===== src/rtl/tx_uart_arbiter.sv =====
// Round-robin arbiter that grants one of N_REQ requesters the shared TransmitterUART,
// latches its command/length, sequences start/busy/gap, and muxes its buffer to the transmitter.
module tx_uart_arbiter #(
  parameter int N_REQ     = 4,
  parameter int NUMBER    = 8,
  parameter int GAP       = 16,
  parameter int BUSY_WAIT = 4,
  localparam int AW = (NUMBER > 1) ? $clog2(NUMBER) : 1,
  localparam int PW = $clog2(N_REQ)
) (
  input  logic                 clk,
  input  logic                 reset,
  input  logic [N_REQ-1:0]     req,
  input  logic [8*N_REQ-1:0]   cmd_in,
  input  logic [8*N_REQ-1:0]   len_in,
  input  logic [8*N_REQ-1:0]   rd_data_in,
  output logic [N_REQ-1:0]     grant,
  output logic [N_REQ-1:0]     done,
  output logic                 error,
  output logic                 start,
  output logic [7:0]           cmd_tx,
  output logic [7:0]           len_tx,
  input  logic                 tx_busy,
  input  logic [AW-1:0]        rd_addr,
  input  logic                 rd_clock,
  output logic [7:0]           rd_data,
  output logic [AW-1:0]        req_rd_addr,
  output logic                 req_rd_clock
);

  typedef enum logic [2:0] {
    S_IDLE,
    S_START,
    S_WAIT_BUSY,
    S_BUSY,
    S_GAP
  } state_t;

  localparam logic [8:0]  LEN_MAX   = 9'(NUMBER - 1);
  localparam logic [7:0]  GAP_LAST  = (GAP > 0) ? 8'(GAP - 1) : 8'd0;
  localparam logic [15:0] WAIT_LAST = (BUSY_WAIT > 0) ? 16'(BUSY_WAIT - 1) : 16'd0;

  state_t         state, state_next;
  logic [PW-1:0]  ptr;
  logic [PW-1:0]  win;
  logic           clamp_q;
  logic [15:0]    wait_cnt;
  logic [7:0]     gap_cnt;

  logic [PW-1:0]  pick_idx;
  logic           pick_found;
  logic [7:0]     len_sel;
  logic           clamp_now;

  // Circular search for the first active request at or after ptr.
  always_comb begin
    int idx;
    // NOTE: every always_comb output gets a default first so no path can infer a latch.
    pick_idx   = '0;
    pick_found = 1'b0;
    idx        = 0;
    for (int i = 0; i < N_REQ; i++) begin
      idx = int'(ptr) + i;
      if (idx >= N_REQ) idx = idx - N_REQ;
      if (!pick_found && req[idx]) begin
        pick_found = 1'b1;
        pick_idx   = PW'(idx);
      end
    end
  end

  assign len_sel   = len_in[8*pick_idx +: 8];
  assign clamp_now = {1'b0, len_sel} > LEN_MAX;

  always_comb begin
    state_next = state;
    start      = 1'b0;
    error      = 1'b0;
    done       = '0;
    case (state)
      S_IDLE: begin
        if (|req) state_next = S_START;
      end
      S_START: begin
        start      = 1'b1;
        error      = clamp_q;
        state_next = S_WAIT_BUSY;
      end
      S_WAIT_BUSY: begin
        if (tx_busy) begin
          state_next = S_BUSY;
        end else if (wait_cnt == WAIT_LAST) begin
          error      = 1'b1;
          state_next = S_GAP;
        end
      end
      S_BUSY: begin
        if (!tx_busy) begin
          done[win]  = 1'b1;
          state_next = S_GAP;
        end
      end
      S_GAP: begin
        if (gap_cnt == GAP_LAST) state_next = S_IDLE;
      end
      default: state_next = S_IDLE;
    endcase
    // A reset cycle aborts the frame silently.
    if (reset) begin
      start = 1'b0;
      error = 1'b0;
      done  = '0;
    end
  end

  always_ff @(posedge clk) begin
    // NOTE: sequential state uses non-blocking assignments so all registers update together.
    if (reset) begin
      state    <= S_IDLE;
      ptr      <= '0;
      win      <= '0;
      grant    <= '0;
      cmd_tx   <= 8'h00;
      len_tx   <= 8'h00;
      clamp_q  <= 1'b0;
      wait_cnt <= '0;
      gap_cnt  <= '0;
    end else begin
      state <= state_next;
      if (state == S_IDLE && pick_found) begin
        win     <= pick_idx;
        grant   <= N_REQ'(1) << pick_idx;
        cmd_tx  <= cmd_in[8*pick_idx +: 8];
        len_tx  <= clamp_now ? LEN_MAX[7:0] : len_sel;
        clamp_q <= clamp_now;
      end
      if (state == S_START)          wait_cnt <= '0;
      else if (state == S_WAIT_BUSY) wait_cnt <= wait_cnt + 16'd1;
      if (state != S_GAP && state_next == S_GAP) begin
        grant   <= '0;
        ptr     <= (win == PW'(N_REQ - 1)) ? '0 : win + 1'b1;
        gap_cnt <= '0;
      end else if (state == S_GAP) begin
        gap_cnt <= gap_cnt + 8'd1;
      end
    end
  end

  assign rd_data      = (grant != '0) ? rd_data_in[8*win +: 8] : 8'h00;
  assign req_rd_addr  = rd_addr;
  assign req_rd_clock = rd_clock;

endmodule


===== config.mk =====
export PLATFORM = sky130hd
export DESIGN_NAME = tx_uart_arbiter
export DESIGN_NICKNAME = d
export VERILOG_FILES = /design/src/rtl/tx_uart_arbiter.sv
export SDC_FILE = /design/constraint.sdc
export NUM_CORES = 1
export LEC_CHECK = 0
export CAP_MARGIN = 20
export CORE_ASPECT_RATIO = 1.5
export CORE_MARGIN = 8
export CORE_UTILIZATION = 60
export CTS_CLUSTER_SIZE = 12
export DETAILED_ROUTE_END_ITERATION = 10
export DONT_BUFFER_PORTS = 1
export PLACE_DENSITY = 0.76
export SETUP_SLACK_MARGIN = 0.5
export SYNTH_ARGS = -nofsm -noshare
export SYNTH_HDL_FRONTEND = slang
export SYNTH_SLANG_ARGS = --single-unit

===== constraint.sdc =====
create_clock -name clk -period 2.45 [get_ports clk]
set_input_delay 0.245 -clock clk [delete_from_list [all_inputs] [get_ports clk]]
set_output_delay 0.245 -clock clk [all_outputs]
set_load 0.02 [all_outputs]

==> results of run 1 <==
-- metrics by stage --
stage	hold WS, ns	power (mW)
3_5_place_dp	0.3198	1.457
3_3_place_gp	0.3169	1.446
6_report	0.01372	2.098
2_1_floorplan	0.4182	1.401
4_1_cts	0.002488	2.054
5_1_grt	0.01072	2.192
-- registers in the layout (all words and copies together), names as in the netlist --
register	flops
wait_cnt	16
state	3
len_tx	8
cmd_tx	8
gap_cnt	8
win	2
clamp_q	1
grant	4
ptr	2
-- final timing paths --
path	start	endpoint	slack [ns]	depth (start not counted)
max	wait_cnt[0]	error	0.39	6
min	reset	state[1]	0.01	1
max reg2reg	ptr[1]	len_tx[1]	0.47	6
min reg2reg	wait_cnt[15]	wait_cnt[15]	0.49	2
-- layer usage --
| layer | track usage | vias up | wire length [um] |
|---|---|---|---|
| li1 | - | 1383 | - |
| met1 | 0.2011 | 1363 | 3310 |
| met2 | 0.3687 | 111 | 5004 |
| met3 | 0.06365 | 19 | 651 |
| met4 | 0.07320 | 0 | 208 |
| met5 | 0 | - | 0 |
-- critical path, cell delays in order (launching register included) --
cell,delay (ns)
dfxtp_4,0.38
ha_4,0.15
nor4b_4,0.19
nand4_1,0.17
nand2b_4,0.19
a211oi_2,0.25
buf_4,0.18
-- synthesized netlist by cell type (all sizes together) (3+ instances only) --
cell and number:
nor4 6, xnor2 5, xor2 12, and3 9, o21ai 17, nand2 42, a211oi 7, nor2b 10
mux4 8, nand2b 9, mux2 4, or2 3, dfxtp 52, ha 6, inv 5, nor2 38
mux2i 10, nor3 6, nand3 17, or3 4, o211ai 4, buf 18, a21oi 25, o21bai 4
clkbuf 6, a311o 8, nand4 7, and2 12
-- report_power, final --
part / internal (mW) / switching (mW)
Clock: 0.302 / 0.280
Combinational: 0.232 / 0.287
Sequential: 0.892 / 0.105
-- what timing repair did --
item / CTS / global route
setup buffers: 5 / 14
cloned: 0 / 1
hold buffers: 2 / 0
pin swaps: 3 / 7
hold endpoints to repair: 17 / 0
resized for setup: 15 / 24
endpoints found under the setup margin: 40 / 39
-- layout make-up --
type / instances / area, um^2
timing repair buffer: 29 / 262.8
sequential: 52 / 1061
multi-input combinational: 298 / 2213
clock inverter: 3 / 42.54
clock buffer: 5 / 68.82
fill: 422 / 1654
inverter: 5 / 18.77
tap: 70 / 87.58
-- logic make-up (layout without fill, tap and decap cells) --
logic type | after synthesis | in the layout
buffers and inverters | 29 | 42
DFF | 52 | 52
and+or+nand+nor | 172 | 172
muxes | 22 | 22
adders and majority gates | 6 | 6
xor gates and xnor gates | 17 | 17
AOI/OAI and AO/OA | 81 | 81
==> metrics.txt, run 1 <==
Avg WL per Cell=19.85 um; first-pass GRT wire length=13.70 mm; Core Rows=33; area of placed instances=0.003291 mm^2; post-synthesis sequential area ratio=0.3140; clk_lat worst skew=0.31 ns; commonest non-fill, non-tap cell in the layout=dfxtp_1; leading area contributor after synthesis=dfxtp_1; EDFF count, synth=0; synthesized area=0.003316 mm^2; TNS Setup=0 ns; Startpoint Class=flip-flop; combinational family with the most area after synthesis=simple AND/OR/NAND/NOR gates; complex-gate fraction of the synthesized area=0.1853; Final min period=2.058 ns; maximum vdd drop=465.0 uV; Routed WL=9.173 mm; Die X=76.70 um; Placed Cells=432; Total Nets Final=504; Final Skew=0.009350 ns; All-Layer GR Usage=0.1987; maximum root-to-sink buffer count=2; post-place setup slack=0.2556 ns; Initial DRC Count=174; final period utilization=0.8399; Max Freq=486.0 MHz; status=finished clean; CORE AREA=0.005409 mm^2; Slew Viols, Final=0; # diodes=0; post-route cell area=0.003755 mm^2; hpwl dp=6.656 mm; # DRC=0; pin count of the biggest net entering global routing=25; H-tree depth=2; final hold vios=0; slew margin rel.=0.5061; Critical Path RT=2.20 ns; P&R area growth vs syn=13.25%; flip-flop and latch count after synthesis=52; Routed Antenna Nets=0; Arr. time, crit path=1.81 ns; clock-pin slew on the worst setup and hold paths=0.09 ns; Ports=145; CTS tree=done; Cells after Synth=379; fin util=0.6942; Avg Vias per Cell=6.225; Pleak=1.361 nW; ranking of synthesized cells by area=dfxtp_1, mux4_2, nand2_1; top cell type's share of synthesized area=0.3140; power density cells=558.6 mW/mm^2; Slew @ Worst Pin=0.7384 ns; Post-Syn Area per Cell=8.748 um^2; CP endpoint kind=primary output; layout cells sized above 1=0.2398; hold crit path type=in2reg; Max Cap Violations=0; non-filler cells, final=462; global placement routability congestion=0.8330; Main synth FF type=dfxtp_1; port buffer count=0; remaining global-route overflow=0; WS Path Type=reg2out; mux contribution to synthesized area=0.09925; Die Y=107.0 um; Critical Path Fanout Max=4; Num CTS Buffers=5; count of cell types in the netlist=64; yosys warns=0; RSZ-0062 raised after global routing=true; clk root buf=clkbuf_8; clk sinks=52; via count=2,876; Initial Utilization=0.6130; ys async rst share=0; post-synthesis adder-cell area fraction=0.02264; final setup margin=0.3922 ns; DIE AREA=0.008210 mm^2; Post-Synth Simple-Gate Area=0.2785; antenna violations before repair=0; Synth Net Count=492; Final setup viols=0; vias in the first global route=2,765; most frequent cells in the layout=dfxtp_1, nand2_1, nor2_1; Pre-antenna DRT Iters=5; XOR/XNOR Fraction of Synth Area=0.04491
No activity file was read; power rests on OpenSTA's default activity.
==> inputs of run 2 (changes only) <==
--- a/config.mk
+++ b/config.mk
@@ -5,6 +5,7 @@
 export SDC_FILE = /design/constraint.sdc
 export NUM_CORES = 1
 export LEC_CHECK = 0
+export ABC_AREA = 1
 export CAP_MARGIN = 20
 export CORE_ASPECT_RATIO = 1.5
 export CORE_MARGIN = 8
==> constraint.sdc (replaced) <==
create_clock -name clk -period 2.05 [get_ports clk]
set_input_delay 0.205 -clock clk [delete_from_list [all_inputs] [get_ports clk]]
set_output_delay 0.205 -clock clk [all_outputs]
set_load 0.02 [all_outputs]
==> metrics.txt, run 2 <==
status=finished clean; slew margin rel.=0.6324; leading area contributor after synthesis=dfxtp_1; Initial DRC Count=251; power density cells=795.2 mW/mm^2; maximum vdd drop=575.9 uV; DIE AREA=0.008641 mm^2; Initial Utilization=0.6144; Main synth FF type=dfxtp_1; yosys warns=0; clk_lat worst skew=0.32 ns; clk root buf=clkbuf_8; Max Freq=514.2 MHz; clock power share=0.198; Pleak=2.170 nW; worst r2r src=ptr[0]; Max Cap Violations=0; Hold Path Origin=reset; H-tree depth=2; port buffer count=0; area of placed instances=0.003646 mm^2; synthesized area=0.003528 mm^2; top cell type's share of synthesized area=0.2950; Int Power=2.234 mW; Arr. time, crit path=2.18 ns; All-Layer GR Usage=0.2536; WS Path Type=reg2reg; Cells after Synth=546; # DRC=0; ranking of synthesized cells by area=dfxtp_1, nand2_1, nor2_1; Multi-input gate area=0.002685 mm^2; Total Nets Final=707; Pre-antenna DRT Iters=7; RSZ-0062 raised after global routing=true; hold path depth=3; via count=3,917; global placement routability congestion=0.8521; Final min period=1.945 ns; Routed WL=12.41 mm; flip-flop and latch count after synthesis=52; layout cells sized above 1=0.4067; synth cell count leaders=nand2_1, nor2_1, inv_1; final hold vios=0; vias in the first global route=3,924; post-route cell area=0.004871 mm^2; r2r setup slk=0.11 ns; Post-Syn Area per Cell=6.462 um^2; count of cell types in the netlist=43; Sw Ratio=0.4232; Avg WL per Cell=18.61 um; ys async rst share=0; Ports=145; Final Skew=0.01288 ns; fin util=0.8481; post-place setup slack=0.06152 ns; Slew @ Worst Pin=0.5497 ns; Sequential Power Share=0.338; hold crit path type=in2reg; Seq. cell area=0.001074 mm^2; Worst R2R End=len_tx[2]; CTS tree=done; Routed Antenna Nets=0; P&R area growth vs syn=38.05%; count leader, synth=nand2_1; final setup margin=0.1052 ns; fill count=341; clock-pin slew on the worst setup and hold paths=0.10 ns; post-synthesis sequential area ratio=0.2950; Num CTS Buffers=5; Core Rows=34; clk sinks=52; final period utilization=0.9487; non-filler cells, final=667; Comb pwr share=0.464; Final setup viols=0; pin count of the biggest net entering global routing=29; Placed Cells=603; commonest non-fill, non-tap cell in the layout=nand2_1; Startpoint Class=flip-flop; max reg flops=16; FF-to-FF path depth=17; Die X=78.62 um; EDFF count, synth=0; Biggest register=wait_cnt; Slew Viols, Final=0; net load switching power=1.639 mW; Critical Path Fanout Max=6; antenna violations before repair=0; Hold EP=cmd_tx[0]; Die Y=109.9 um; TNS Setup=0 ns; most frequent cells in the layout=nand2_1, nor2_1, inv_1; first-pass GRT wire length=17.87 mm; Critical Path RT=2.28 ns; Avg Vias per Cell=5.873; CP endpoint kind=flip-flop; CORE AREA=0.005743 mm^2; # diodes=0; hpwl dp=7.326 mm; remaining global-route overflow=0; maximum root-to-sink buffer count=2; Synth Net Count=659
[run 2: cell count changes after synthesis, moves of 9 or more]
cell | previous run | this run
nand2_1 | 42 | 135
nor2_1 | 34 | 91
inv_1 | 4 | 54
nand3_1 | 17 | 33
o21ai_0 | 9 | 24
and2_1 | 11 | 0
nand2_2 | 0 | 10
nor2b_1 | 10 | 0
mux2i_1 | 9 | 0
[run 2: metrics by stage]
stage	hold WS, ns	power (mW)
2_1_floorplan	0.3668	2.300
3_3_place_gp	0.2794	2.447
3_5_place_dp	0.2814	2.480
4_1_cts	0.02168	3.612
5_1_grt	0.02840	4.053
6_report	0.02087	3.874
[run 2: logic make-up (layout without fill, tap and decap cells)]
group / after synthesis / count (layout) / synth area share
AOI/OAI and AO/OA: 65 / 65 / 0.1128
and+or+nand+nor: 322 / 324 / 0.4259
adders and majority gates: 6 / 6 / 0.02128
buffers and inverters: 90 / 137 / 0.1177
DFF: 52 / 52 / 0.2950
xor gates and xnor gates: 11 / 11 / 0.02731
[run 2: worst max-delay path: stages (launching register included)]
cell and delay (ns):
dfxtp_4 0.42, buf_6 0.14, nand2_2 0.05, nand2_2 0.08, nand2_2 0.06, nand2_2 0.09
nand2_4 0.07, nand2_4 0.10, nand2_8 0.07, nand3_4 0.17, buf_6 0.16, nand2_1 0.05
nand2_1 0.08, nand2_1 0.08, nand2_1 0.07, nand3_1 0.08, nand2_1 0.07, inv_1 0.03
[run 2: worst max-delay path by stage]
stage                      start        end  slack (ns)  depth (start not counted)
after global placement    ptr[0]  cmd_tx[3]        0.14                         16
after global routing      ptr[0]  len_tx[2]       0.007                         17
after CTS                 ptr[0]  cmd_tx[2]        0.24                         15
after floorplan           ptr[0]  len_tx[1]        0.39                         16
final                     ptr[0]  len_tx[2]        0.11                         17
after detailed placement  ptr[0]  cmd_tx[2]        0.06                         16
[run 2: power by group through the flow]
stage               clock [mW]  combinational, mW  sequential (mW)
floorplan                    0               1.03             1.27
global placement             0               1.13             1.32
detailed placement           0               1.16             1.32
CTS                      0.768               1.54             1.30
global route             0.806               1.93             1.32
finish                   0.768               1.80             1.31
[run 2: layout make-up]
cell class,instances,area share
Timing Repair inverter,1,0.001284
Tap cell,72,0.01849
Sequential cell,52,0.2204
Clock inverter,2,0.007963
Multi-Input combinational cell,406,0.5512
Timing Repair Buffer,60,0.1225
Clock buffer,6,0.01695
Inverter,68,0.06114
[run 2: per-layer routing]
metal	GRT usage	part of all wire	vias up
li1	-	-	1840
met1	0.2601	0.36	1821
met2	0.4795	0.54	210
met3	0.05483	0.067	46
met4	0.1104	0.037	0
met5	0	0	-
[run 2: timing repair]
item                                   in CTS  in global routing
cloned                                      5                  3
gates resized for setup                   126                 57
pin swaps                                  53                 48
hold buffers                                1                  0
setup endpoints to repair                  49                 56
setup buffers                              42                  5
endpoints found under the hold margin       5                  0
